$ cat src/rtl/hdd_sd_pkg.sv
// Shared types for the IIgs hard-drive to hps_io sector-request controller.
package hdd_sd_pkg;

    typedef enum logic [1:0] {ST_IDLE, ST_REQ, ST_XFER} hdd_state_t;

    typedef struct packed {
        logic        valid;
        logic        wr;
        logic [31:0] lba;
    } hdd_req_t;

    localparam int unsigned REQ_LBA_W = 32;

    function automatic hdd_req_t mk_req(logic valid, logic wr, logic [31:0] lba);
        hdd_req_t r;
        r.valid = valid;
        r.wr    = wr;
        r.lba   = lba;
        return r;
    endfunction

endpackage

$ cat src/rtl/hdd_req_queue.sv
// Active request slot plus a one-deep pending slot; pending wins over a new pulse at launch.
module hdd_req_queue
    import hdd_sd_pkg::*;
(
    input  logic                 clk_i,
    input  logic                 rst_ni,
    input  logic                 rd_i,
    input  logic                 wr_i,
    input  logic [REQ_LBA_W-1:0] lba_i,
    input  logic                 idle_i,
    input  logic                 done_i,
    input  logic                 flush_i,
    output logic                 launch_o,
    output logic                 ovf_o,
    output logic                 active_wr_o,
    output logic [REQ_LBA_W-1:0] active_lba_o
);

    hdd_req_t act_q, act_d;
    hdd_req_t pend_q, pend_d;
    hdd_req_t first_req, second_req;

    always_comb begin
        // A simultaneous read and write: the read is handled first, the write queues behind it.
        first_req  = mk_req(rd_i | wr_i, ~rd_i, lba_i);
        second_req = mk_req(rd_i & wr_i, 1'b1, lba_i);
        act_d      = act_q;
        pend_d     = pend_q;
        launch_o   = 1'b0;
        ovf_o      = 1'b0;

        if (done_i) begin
            act_d.valid = 1'b0;
        end

        if (idle_i && (pend_q.valid || first_req.valid)) begin
            launch_o = 1'b1;
            if (pend_q.valid) begin
                act_d        = pend_q;
                pend_d.valid = 1'b0;
            end else begin
                act_d           = first_req;
                first_req.valid = 1'b0;
            end
        end

        if (first_req.valid) begin
            ovf_o  = ovf_o | pend_d.valid;
            pend_d = first_req;
        end
        if (second_req.valid) begin
            ovf_o  = ovf_o | pend_d.valid;
            pend_d = second_req;
        end

        if (flush_i) begin
            pend_d.valid = 1'b0;
        end
    end

    always_ff @(posedge clk_i or negedge rst_ni) begin
        if (!rst_ni) begin
            act_q  <= '0;
            pend_q <= '0;
        end else begin
            act_q  <= act_d;
            pend_q <= pend_d;
        end
    end

    assign active_wr_o  = act_q.wr;
    assign active_lba_o = act_q.lba;

endmodule

$ cat src/rtl/hdd_sd_ctrl.sv
// Sector-request controller: turns hard-drive request pulses into held sd_rd/sd_wr levels,
// stalls the CPU for the transfer, tracks mount state and aborts hung transfers.
module hdd_sd_ctrl
    import hdd_sd_pkg::*;
#(
    parameter logic [23:0] TIMEOUT_CYCLES = 24'd16777215,
    parameter int unsigned LBA_W          = 32
) (
    input  logic             clk_sys_i,
    input  logic             reset_n_i,
    input  logic             hdd_read_i,
    input  logic             hdd_write_i,
    input  logic [LBA_W-1:0] hdd_lba_i,
    input  logic             img_mounted_i,
    input  logic [63:0]      img_size_i,
    input  logic             img_readonly_i,
    output logic [LBA_W-1:0] sd_lba_o,
    output logic             sd_rd_o,
    output logic             sd_wr_o,
    input  logic             sd_ack_i,
    output logic             cpu_wait_o,
    output logic             hdd_mounted_o,
    output logic             hdd_protect_o,
    output logic             hdd_error_o,
    output logic             busy_o
);

    localparam int unsigned CntW =
        (TIMEOUT_CYCLES == 24'd0) ? 1 : $clog2(32'(TIMEOUT_CYCLES) + 32'd1);
    localparam logic [CntW-1:0] CntMax = CntW'(TIMEOUT_CYCLES);

    hdd_state_t            state_q, state_d;
    logic [CntW-1:0]       cnt_q, cnt_d;
    logic                  ack_q;
    logic                  mounted_q, protect_q;
    logic                  error_q, error_d;
    logic                  acc_rd, acc_wr, reject, unmount, active;
    logic                  launch, ovf, done, abort;
    logic                  act_wr;
    logic [REQ_LBA_W-1:0]  act_lba;

    // Mount/protect are judged on the state held before this cycle's mount strobe.
    assign acc_rd  = hdd_read_i & mounted_q;
    assign acc_wr  = hdd_write_i & mounted_q & ~protect_q;
    assign reject  = (hdd_read_i & ~mounted_q) | (hdd_write_i & ~(mounted_q & ~protect_q));
    assign unmount = img_mounted_i & (img_size_i == 64'd0);
    assign active  = (state_q != ST_IDLE);

    hdd_req_queue u_queue (
        .clk_i        (clk_sys_i),
        .rst_ni       (reset_n_i),
        .rd_i         (acc_rd),
        .wr_i         (acc_wr),
        .lba_i        (REQ_LBA_W'(hdd_lba_i)),
        .idle_i       (state_q == ST_IDLE),
        .done_i       (done),
        .flush_i      (unmount & active),
        .launch_o     (launch),
        .ovf_o        (ovf),
        .active_wr_o  (act_wr),
        .active_lba_o (act_lba)
    );

    always_comb begin
        state_d = state_q;
        cnt_d   = cnt_q;
        done    = 1'b0;
        abort   = 1'b0;

        unique case (state_q)
            ST_IDLE: begin
                if (launch) begin
                    state_d = ST_REQ;
                    cnt_d   = '0;
                end
            end
            ST_REQ: begin
                if (sd_ack_i && !ack_q) begin
                    state_d = ST_XFER;
                end
            end
            ST_XFER: begin
                if (!sd_ack_i && ack_q) begin
                    state_d = ST_IDLE;
                    done    = 1'b1;
                end
            end
            default: state_d = ST_IDLE;
        endcase

        // Watchdog saturates at the compare point; abort overrides any ack-driven move.
        if (active) begin
            if (cnt_q != CntMax) begin
                cnt_d = cnt_q + 1'b1;
            end
            if (((TIMEOUT_CYCLES != 24'd0) && (cnt_d == CntMax)) || unmount) begin
                state_d = ST_IDLE;
                done    = 1'b1;
                abort   = 1'b1;
            end
        end

        error_d = reject | ovf | abort;
    end

    always_ff @(posedge clk_sys_i or negedge reset_n_i) begin
        if (!reset_n_i) begin
            state_q   <= ST_IDLE;
            cnt_q     <= '0;
            ack_q     <= 1'b0;
            mounted_q <= 1'b0;
            protect_q <= 1'b0;
            error_q   <= 1'b0;
        end else begin
            state_q <= state_d;
            cnt_q   <= cnt_d;
            ack_q   <= sd_ack_i;
            error_q <= error_d;
            if (img_mounted_i) begin
                mounted_q <= (img_size_i != 64'd0);
                protect_q <= img_readonly_i;
            end
        end
    end

    assign sd_lba_o      = LBA_W'(act_lba);
    assign sd_rd_o       = (state_q == ST_REQ) & ~act_wr;
    assign sd_wr_o       = (state_q == ST_REQ) & act_wr;
    assign cpu_wait_o    = active;
    assign busy_o        = active;
    assign hdd_mounted_o = mounted_q;
    assign hdd_protect_o = protect_q;
    assign hdd_error_o   = error_q;

endmodule

$ cat config.mk
export PLATFORM = sky130hd
export DESIGN_NAME = hdd_sd_ctrl
export DESIGN_NICKNAME = d
export VERILOG_FILES = /design/src/rtl/hdd_sd_pkg.sv /design/src/rtl/hdd_req_queue.sv /design/src/rtl/hdd_sd_ctrl.sv
export SDC_FILE = /design/constraint.sdc
export NUM_CORES = 1
export LEC_CHECK = 0
export CORE_MARGIN = 2
export CORE_UTILIZATION = 35
export CTS_CLUSTER_SIZE = 20
export DETAILED_ROUTE_END_ITERATION = 12
export PLACE_DENSITY = 0.64
export SYNTH_ARGS = -nofsm -noshare
export SYNTH_HDL_FRONTEND = slang
export SYNTH_SLANG_ARGS = --single-unit
$ cat constraint.sdc
create_clock -name clk_sys_i -period 3.7 [get_ports clk_sys_i]
set_input_delay 0.555 -clock clk_sys_i [delete_from_list [all_inputs] [get_ports clk_sys_i]]
set_output_delay 0.555 -clock clk_sys_i [all_outputs]
set_load 0.02 [all_outputs]
==> metrics.csv, run 1 <==
stage,metric,value,unit
die,start_util,35.5,%
detailed_routing,avgViaCountPerCell,5.36,
worst_setup_path,r2r_cells,8,
yosys,synth_top_area_share,47.6,%
worst_setup_path,cp-start-kind,flip-flop,
yosys,ys_warn_count,0,
die,die_h,125,um
global_route,met3_usage,4.98,%
sta,fin_setup_tns,0,ps
detailed_routing,wirelength,14000,um
power_and_ir_drop,peakVddDrop,0.000464,V
global_route,grt_antenna_before_repair,0,
hold_path,hold_class,input pin to async pin,
global_route,grt_pass1_vias,4709,
worst_setup_path,worstPathMaxFanout,8,
cells_and_area,final_cell_mix,"clkdlybuf4s50_1 (140), dfrtp_1 (96), o21ai_0 (62)",
clock_tree,cts_buffers,9,
detailed_routing,post_drt_wl_per_cell,16.6,um
cells_and_area,fin_cells,842,
yosys,yosysUniqueCellTypes,57,
yosys,syn_area_per_cell,9.78,um^2
flow_run,cap_viol_max_count,0,
global_route,grt.busiest_layer,met2,
clock_tree,cts_tree,built,
die,die_w,125,um
clock_tree,postCtsSetupRepairBufs,0,
global_route,grt_usage,18.4,%
cells_and_area,area_delta_synth_final,37.8,%
detailed_routing,via_count,4517,
global_route,grt_pass1_wl,23500,um
sta,worstMarginPinSlew,673,ps
clock_tree,ctsHoldBuffers,0,
die,dieArea,15500,um^2
yosys,synth_edf_count,0,
place,place.gp.congestion,0.909,
cells_and_area,fin_area,7020,um^2
sta,slew_headroom,55.1,%
yosys,synth_top_area_cell,dfrtp_1,
cells_and_area,drive_above_1_share,11.6,%
clock_tree,clock-root-buffer,clkbuf_16,
sta,final_max_slew_viol_count,0,
global_route,grt_overflow_total,0,
place,dp_cells,826,
worst_setup_path,path_class,flip-flop to flip-flop,
worst_setup_path,r2r-end,state_q[1]$_DFF_PN0_,
yosys,ys.flop_type,dfrtp_1,
yosys,syn_area,5090,um^2
place,dp_hpwl,10200,um
die,design.core.area,14400,um^2
yosys,synthCells,521,
clock_tree,clk_pin_slew,70,ps
global_route,grt_max_degree,67,
worst_setup_path,r2r_start,cnt_q[0]$_DFF_PN0_,
global_route,use_met1,23.7,%
clock_tree,clock_sinks,97,
yosys,yosys-top-cells-area,"dfrtp_1 (48%), mux2_2 (7.3%), mux2i_1 (6.3%)",
clock_tree,cts_resized,0,
cells_and_area,final_common_cell,clkdlybuf4s50_1,
sta,finalHoldViolCount,0,
clock_tree,clock_latency,350,ps
yosys,ys_seq_elements,97,
clock_tree,h-tree-depth,3,
cells_and_area,nNetsFinal,757,
sta,finalSetupViolCount,0,
detailed_routing,dr.first_iter.drc_count,269,
power_and_ir_drop,power_density,614,nW/um^2
sta,rsz0062_at_grt,no,
run_status,status,completed,
worst_setup_path,max_stage_delay,460,ps
power_and_ir_drop,p_total,0.00431,W
detailed_routing,drc_errors,0,
die,io_pins,142,
place,placed_cell_area,6710,um^2
yosys,async_flop_share,100,%
worst_setup_path,worstPathCellList,ha_1 > nand3_1 > nor4_4 > nand3_1 > nor2_1 > o211ai_1 > o41a_1 > a21boi_2,
worst_setup_path,required,3940,ps
sta,clock_skew,4.93,ps
cells_and_area,antenna_cells,0,
global_route,grt_use_met2,30.0,%
die,rows,44,
sta,max_freq,0.363,GHz
worst_setup_path,end_kind,flip-flop,
place,portBuffers,141,
worst_setup_path,rrSetupSlack,950,ps
clock_tree,cts_buffer_depth,2,
yosys,syn_nets,625,
worst_setup_path,cpMaxStageDelayCell,dfrtp_1,
power_and_ir_drop,power_leakage,2.92,nW
worst_setup_path,worstPathArrival,2990,ps
detailed_routing,drtPass1Iterations,4,
sta,timing.final.crit_share,74.4,%
worst_setup_path,crit_path_frequent_cell,nand3_1,
sta,final.min_clock_period,2750,ps
yosys,ys_seq_area_share,47.6,%
detailed_routing,ant_nets,0,
==> sequential cells by signal, summed over array words and instances (netlist names) <==
name and cells:
u_queue.pend_q 34, state_q 2, u_queue.active_lba_o 32, u_queue.active_wr_o 1, hdd_mounted_o 1, ack_q 1, hdd_protect_o 1, hdd_error_o 1
cnt_q 24
==> worst max-delay path, delay by kind of cell (launching register included) <==
kind	cells	cell delay, ps
AOI/OAI and AO/OA	3	770
adders and majority gates	1	320
DFF	1	460
and+or+nand+nor	4	1090
==> worst max-delay path by stage <==
stage,slack [ps],endpoint,from
6_report,950,state_q[1]$_DFF_PN0_,cnt_q[0]$_DFF_PN0_
5_1_grt,660,state_q[1]$_DFF_PN0_,cnt_q[0]$_DFF_PN0_
4_1_cts,970,state_q[0]$_DFF_PN0_,cnt_q[0]$_DFF_PN0_
3_5_place_dp,870,state_q[0]$_DFF_PN0_,hdd_write_i
3_3_place_gp,930,state_q[0]$_DFF_PN0_,hdd_write_i
2_1_floorplan,1240,state_q[1]$_DFF_PN0_,cnt_q[0]$_DFF_PN0_
==> metrics by stage <==
step | worst slack (ps) | utilization (%) | hold slack [ps]
2_1_floorplan | 1240 | - | 259
3_3_place_gp | 925 | 46.7 | 464
3_5_place_dp | 869 | 46.7 | 473
4_1_cts | 969 | 48.9 | 272
5_1_grt | 661 | 48.9 | 299
6_report | 946 | 48.9 | 243
==> cell usage after synthesis, types with 4 or more instances <==
cell / n
a21oi_1: 21
a31oi_1: 9
and4_1: 7
buf_2: 7
clkbuf_1: 20
dfrtp_1: 97
inv_1: 6
mux2_2: 33
mux2i_1: 32
nand2_1: 60
nand2b_1: 4
nand3_1: 17
nand4_1: 7
nor2_1: 27
nor2b_1: 4
nor3_1: 13
nor4_1: 27
o21ai_0: 62
or3_1: 4
or4_1: 4
xnor2_1: 5
==> cell families (layout without fill, tap and decap cells) <==
| kind of cell | Yosys count | in the layout | synth area share, % |
|---|---|---|---|
| AO/OA/AOI/OAI | 122 | 122 | 14.2 |
| XOR/XNOR | 5 | 5 | 0.859 |
| adder cells (fa/ha/maj) | 2 | 2 | 0.442 |
| buffers and inverters | 39 | 176 | 3.14 |
| flip-flops | 97 | 97 | 47.6 |
| multiplexers | 65 | 65 | 13.6 |
| AND/OR/NAND/NOR | 191 | 191 | 20.1 |
==> layout make-up <==
cell class	instances	area (um^2)
sequential	97	2430
clock buffer	10	239
multi-input combinational	385	2520
inverter	7	26.3
clock inverter	6	71.3
fill	1374	7350
tap	184	230
timing repair buffer	153	1500
==> metal layers <==
| layer | vias up | part of all wire (%) |
|---|---|---|
| met5 | - | 0 |
| met4 | 0 | 1.7 |
| met3 | 18 | 6.4 |
| met2 | 109 | 48 |
| met1 | 2204 | 44 |
| li1 | 2186 | - |
==> report_power, final <==
part	internal [W]	switching, W
Sequential	0.00136	0.000186
Combinational	0.000813	0.000980
Clock	0.000551	0.000424
Note: power is estimated with default switching activity, not from simulation.
==> inputs of run 2 (changes only) <==
- PLACE_DENSITY: 0.64 -> 0.67
- clock period: 3.7 -> 2.4 ns (I/O delays scaled with it)
==> metrics.csv, run 2 (synthesis gave the netlist of run 1 again) <==
stage,metric,value,unit
global_route,grt_antenna_before_repair,0,
place,portBuffers,141,
die,dieArea,15500,um^2
hold_path,hold_class,input pin to async pin,
worst_setup_path,worstPathCellList,nand4_1 > or4_4 > or3_4 > a211oi_4 > buf_4 > o221ai_1 > nor3_2 > o41ai_2,
die,die_w,125,um
detailed_routing,ant_nets,0,
detailed_routing,dr.first_iter.drc_count,275,
worst_setup_path,crit_family,simple AND/OR/NAND/NOR gates,
cells_and_area,antenna_cells,0,
clock_tree,clock_latency,360,ps
detailed_routing,wirelength,15100,um
die,io_pins,142,
sta,finalHoldViolCount,11,
global_route,grt_pass1_wl,24800,um
sta,max_freq,0.413,GHz
clock_tree,cts_buffer_depth,2,
clock_tree,clk_pin_slew,80,ps
worst_setup_path,cpMaxStageDelayCell,or4_4,
cells_and_area,drive_above_1_share,21.1,%
cells_and_area,area_delta_synth_final,48.8,%
worst_setup_path,cp-start-kind,flip-flop,
cells_and_area,fin_cells,899,
cells_and_area,final_cell_mix,"clkdlybuf4s50_1 (140), dfrtp_1 (93), buf_4 (68)",
sta,finalSetupViolCount,3,
sta,final.min_clock_period,2420,ps
clock_tree,cts_tree,built,
place,pre_cts_ws,-108,ps
worst_setup_path,path_class,flip-flop to flip-flop,
global_route,grt_usage,19.6,%
detailed_routing,drc_errors,0,
sta,worstMarginPinSlew,632,ps
worst_setup_path,worstPathArrival,2640,ps
run_status,violations,"negative hold slack, negative setup slack",
flow_run,cap_viol_max_count,0,
power_and_ir_drop,p_total,0.00695,W
worst_setup_path,worstPathMaxFanout,6,
worst_setup_path,end_kind,flip-flop,
clock_tree,clock_sinks,97,
worst_setup_path,required,2620,ps
power_and_ir_drop,power_leakage,3.24,nW
clock_tree,h-tree-depth,3,
detailed_routing,avgViaCountPerCell,5.40,
sta,slew_headroom,57.9,%
cells_and_area,final_common_cell,clkdlybuf4s50_1,
worst_setup_path,max_stage_delay,510,ps
place,place.gp.congestion,0.895,
worst_setup_path,r2r_cells,8,
global_route,grt_max_degree,69,
power_and_ir_drop,power_density,917,nW/um^2
run_status,status,"finished, violations left",
detailed_routing,via_count,4854,
worst_setup_path,r2r_start,cnt_q[0]$_DFF_PN0_,
worst_setup_path,rrSetupSlack,-20,ps
die,die_h,125,um
cells_and_area,postLayoutCoreUtil,52.8,%
power_and_ir_drop,peakVddDrop,0.000948,V
sta,hold_ws,-29.3,ps
die,start_util,35.5,%
clock_tree,clock-root-buffer,clkbuf_16,
sta,rsz0062_at_grt,yes,
place,dp_hpwl,11100,um
cells_and_area,regMostFlops,u_queue.pend_q,
sta,clock_skew,8.97,ps
global_route,grt_overflow_total,0,
sta,timing.final.crit_share,101,%
worst_setup_path,path_buf_inv,1,
detailed_routing,drtPass1Iterations,5,
global_route,grt_pass1_vias,5011,
clock_tree,cts_buffers,9,
sta,fin_ws,-22.1,ps
detailed_routing,post_drt_wl_per_cell,16.8,um
die,design.core.area,14400,um^2
worst_setup_path,r2r-end,state_q[0]$_DFF_PN0_,
place,dp_cells,878,
cells_and_area,nNetsFinal,814,
cells_and_area,largest_reg_flops,34,
die,rows,44,
sta,final_max_slew_viol_count,0,
## run 2: cell count changes in the layout (fill, tap and decap cells not counted), moves of 2 or more
cell     change
buf_12       +2
buf_4       +55
dfrtp_1      -3
dfrtp_2      +3
nor2_1       -4
nor2_2       +2
nor2_4       +2
nor3_1       -2
nor3_2       +2
## run 2: how the worst max path moves through the flow
stage / end / cells past startpoint / from
after floorplan: state_q[1]$_DFF_PN0_ / 9 / cnt_q[0]$_DFF_PN0_
after global placement: state_q[1]$_DFF_PN0_ / 8 / hdd_write_i
after detailed placement: state_q[1]$_DFF_PN0_ / 8 / hdd_write_i
after CTS: state_q[1]$_DFF_PN0_ / 7 / cnt_q[1]$_DFF_PN0_
after global routing: state_q[0]$_DFF_PN0_ / 8 / cnt_q[0]$_DFF_PN0_
final: state_q[0]$_DFF_PN0_ / 8 / cnt_q[0]$_DFF_PN0_
## run 2: final cells by class
| class | count | area [um^2] |
|---|---|---|
| fillers | 1262 | 6790 |
| multi-input cells | 385 | 2610 |
| flip-flops and latches | 97 | 2430 |
| repair buffers | 210 | 1950 |
| well taps | 184 | 230 |
| clock buffers | 9 | 225 |
| clock inverters | 7 | 109 |
| inverters | 7 | 26.3 |
## run 2: worst reg2reg max path, cell delays in order (launching register included)
cell,delay (ps)
dfrtp_1,430
nand4_1,140
or4_4,510
or3_4,360
a211oi_4,260
buf_4,150
o221ai_1,120
nor3_2,250
o41ai_2,80
## run 2: repair_timing
item	in CTS	in global routing
hold buffers	0	0
buffers inserted	2	3
endpoints found under the hold margin	0	0
gates resized for setup	4	15
gates cloned	0	0
pin swaps	0	6
setup endpoints to repair	3	7
## run 2: metrics by stage
stage	cell area [um^2]	TNS (ps)
finish	7580	-44.2
global route	7580	-364
CTS	7490	-0.370
detailed placement	7130	-201
global placement	7130	-31.6
floorplan	5110	0
## run 2: per-layer routing
layer | vias up | GRT usage, % | wire length, um
li1 | 2302 | - | -
met1 | 2380 | 24.1 | 6390
met2 | 148 | 33.1 | 7370
met3 | 24 | 4.90 | 1030
met4 | 0 | 7.87 | 315
met5 | - | 0 | 0
## run 2: power by group
part | internal, W | leakage (nW) | switching (W)
Clock | 0.000938 | 0.164 | 0.000695
Combinational | 0.00137 | 1.88 | 0.00158
Sequential | 0.00209 | 1.20 | 0.000283
Total | 0.00440 | 3.24 | 0.00256
==> inputs of run 3 (changes only) <==
- CORE_ASPECT_RATIO: default -> 0.75
==> metrics.csv, run 3 (synthesis gave the netlist of run 1 again) <==
stage,metric,value,unit
run_status,status,"finished, violations left",
run_status,violations,negative setup slack,
clock_tree,clock_latency,350,ps
sta,worstMarginPinSlew,620,ps
detailed_routing,routed.top_layer,met4,
worst_setup_path,r2r_cells,7,
cells_and_area,final_common_cell,clkdlybuf4s50_1,
cells_and_area,drive_above_1_share,20.6,%
sta,finalHoldViolCount,0,
cells_and_area,area_delta_synth_final,48.3,%
cells_and_area,final_cell_mix,"clkdlybuf4s50_1 (140), dfrtp_1 (93), buf_4 (67)",
worst_setup_path,rrSetupSlack,-60,ps
cells_and_area,antenna_cells,0,
cells_and_area,multi_input_area,2590,um^2
die,die_h,108,um
cells_and_area,regMostFlops,u_queue.pend_q,
worst_setup_path,path_class,flip-flop to flip-flop,
die,design.core.area,14400,um^2
detailed_routing,wl_met3,1170,um
power_and_ir_drop,power_density,903,nW/um^2
clock_tree,cts_buffer_depth,2,
detailed_routing,wl_met1,6680,um
clock_tree,cts_tree,built,
cells_and_area,nNetsFinal,813,
cells_and_area,n_fill_cell,1326,
detailed_routing,dr.first_iter.drc_count,309,
clock_tree,cts_buffers,9,
sta,fin_ws,-56.0,ps
sta,timing.final.crit_share,102,%
detailed_routing,via_count,4808,
detailed_routing,detailroute.wirelength.met2,6860,um
worst_setup_path,end_kind,flip-flop,
detailed_routing,drtPass1Iterations,4,
place,dp_hpwl,11100,um
clock_tree,h-tree-depth,3,
place,pre_cts_ws,-137,ps
worst_setup_path,worstPathMaxFanout,5,
sta,clock_skew,9.58,ps
global_route,grt_antenna_before_repair,0,
worst_setup_path,cp-start-kind,flip-flop,
sta,max_freq,0.407,GHz
die,dieArea,15500,um^2
die,io_pins,142,
cells_and_area,largest_reg_flops,34,
sta,rsz0062_at_grt,yes,
sta,slew_headroom,58.6,%
clock_tree,ctsHoldBuffers,0,
die,rows,38,
power_and_ir_drop,peakVddDrop,0.000729,V
global_route,grt_pass1_vias,4900,
global_route,grt_overflow_total,0,
global_route,grt_usage,20.1,%
worst_setup_path,required,2630,ps
power_and_ir_drop,power_leakage,3.21,nW
clock_tree,clk_pin_slew,80,ps
sta,final.min_clock_period,2460,ps
detailed_routing,avgViaCountPerCell,5.26,
die,start_util,35.5,%
global_route,grt_pass1_wl,24800,um
worst_setup_path,worstPathArrival,2690,ps
detailed_routing,post_drt_wl_per_cell,16.2,um
clock_tree,clock-root-buffer,clkbuf_16,
global_route,grt_max_degree,69,
detailed_routing,wirelength,14900,um
cells_and_area,fin_cells,914,
cells_and_area,postLayoutCoreUtil,52.6,%
place,portBuffers,141,
cells_and_area,seq_area,2430,um^2
sta,hold_ws,8.03,ps
detailed_routing,drc_errors,0,
flow_run,cap_viol_max_count,0,
cells_and_area,fin_area,7550,um^2
place,place.gp.congestion,0.942,
sta,final_max_slew_viol_count,0,
sta,finalSetupViolCount,3,
detailed_routing,ant_nets,0,
worst_setup_path,r2r_start,cnt_q[1]$_DFF_PN0_,
place,placed_cell_area,7120,um^2
die,die_w,143,um
worst_setup_path,r2r-end,state_q[1]$_DFF_PN0_,
clock_tree,clock_sinks,97,
hold_path,hold_class,input pin to async pin,
place,dp_cells,892,
run 3: cell count changes in the layout (fill, tap and decap cells not counted), moves of 2 or more:
cell | before | now
o21ai_0 | 62 | 59
nor4_1 | 26 | 24
nor4_2 | 1 | 3
o21ai_1 | 1 | 3
run 3: layer usage:
layer | track usage [%] | up-vias
met5 | 0 | -
met4 | 4.34 | 0
met3 | 6.60 | 17
met2 | 31.5 | 150
met1 | 27.4 | 2335
li1 | - | 2306
run 3: how the worst max path moves through the flow:
| stage | startpoint | to | slack, ps | depth (start not counted) |
|---|---|---|---|---|
| finish | cnt_q[1]$_DFF_PN0_ | state_q[1]$_DFF_PN0_ | -60 | 7 |
| global route | cnt_q[9]$_DFF_PN0_ | state_q[1]$_DFF_PN0_ | -160 | 8 |
| floorplan | cnt_q[0]$_DFF_PN0_ | state_q[1]$_DFF_PN0_ | 20 | 9 |
| detailed placement | cnt_q[9]$_DFF_PN0_ | state_q[1]$_DFF_PN0_ | -140 | 8 |
| global placement | cnt_q[10]$_DFF_PN0_ | state_q[1]$_DFF_PN0_ | -100 | 8 |
| CTS | cnt_q[3]$_DFF_PN0_ | state_q[1]$_DFF_PN0_ | -40 | 7 |
run 3: area by class of cell:
class	count	share of cell area [%]
clock inverters	7	1.26
flip-flops and latches	97	32.2
inverters	7	0.348
well taps	200	3.31
clock buffers	9	2.98
multi-input cells	385	34.3
repair buffers	209	25.6
run 3: critical path: stages, from the launching register on:
cell	delay, ps
dfrtp_1	420
nand4_1	160
or4_4	510
or3_4	360
a211oi_4	270
o2111ai_2	130
o41a_1	340
a21boi_2	160
run 3: power by group:
group	total (W)	internal [W]	switching (W)
Combinational	0.00292	0.00137	0.00156
Sequential	0.00237	0.00209	0.000282
Clock	0.00152	0.000841	0.000682
run 3: metrics by stage:
step | power [W] | TNS, ps
floorplan | 0.00392 | 0
detailed placement | 0.00532 | -434
global placement | 0.00525 | -157
finish | 0.00682 | -88.2
CTS | 0.00691 | -43.7
global route | 0.00729 | -447
run 3: what timing repair did:
action,CTS,global route
setup endpoints to repair,8,8
pin swaps,3,4
resized for setup,6,13
setup buffers,6,0
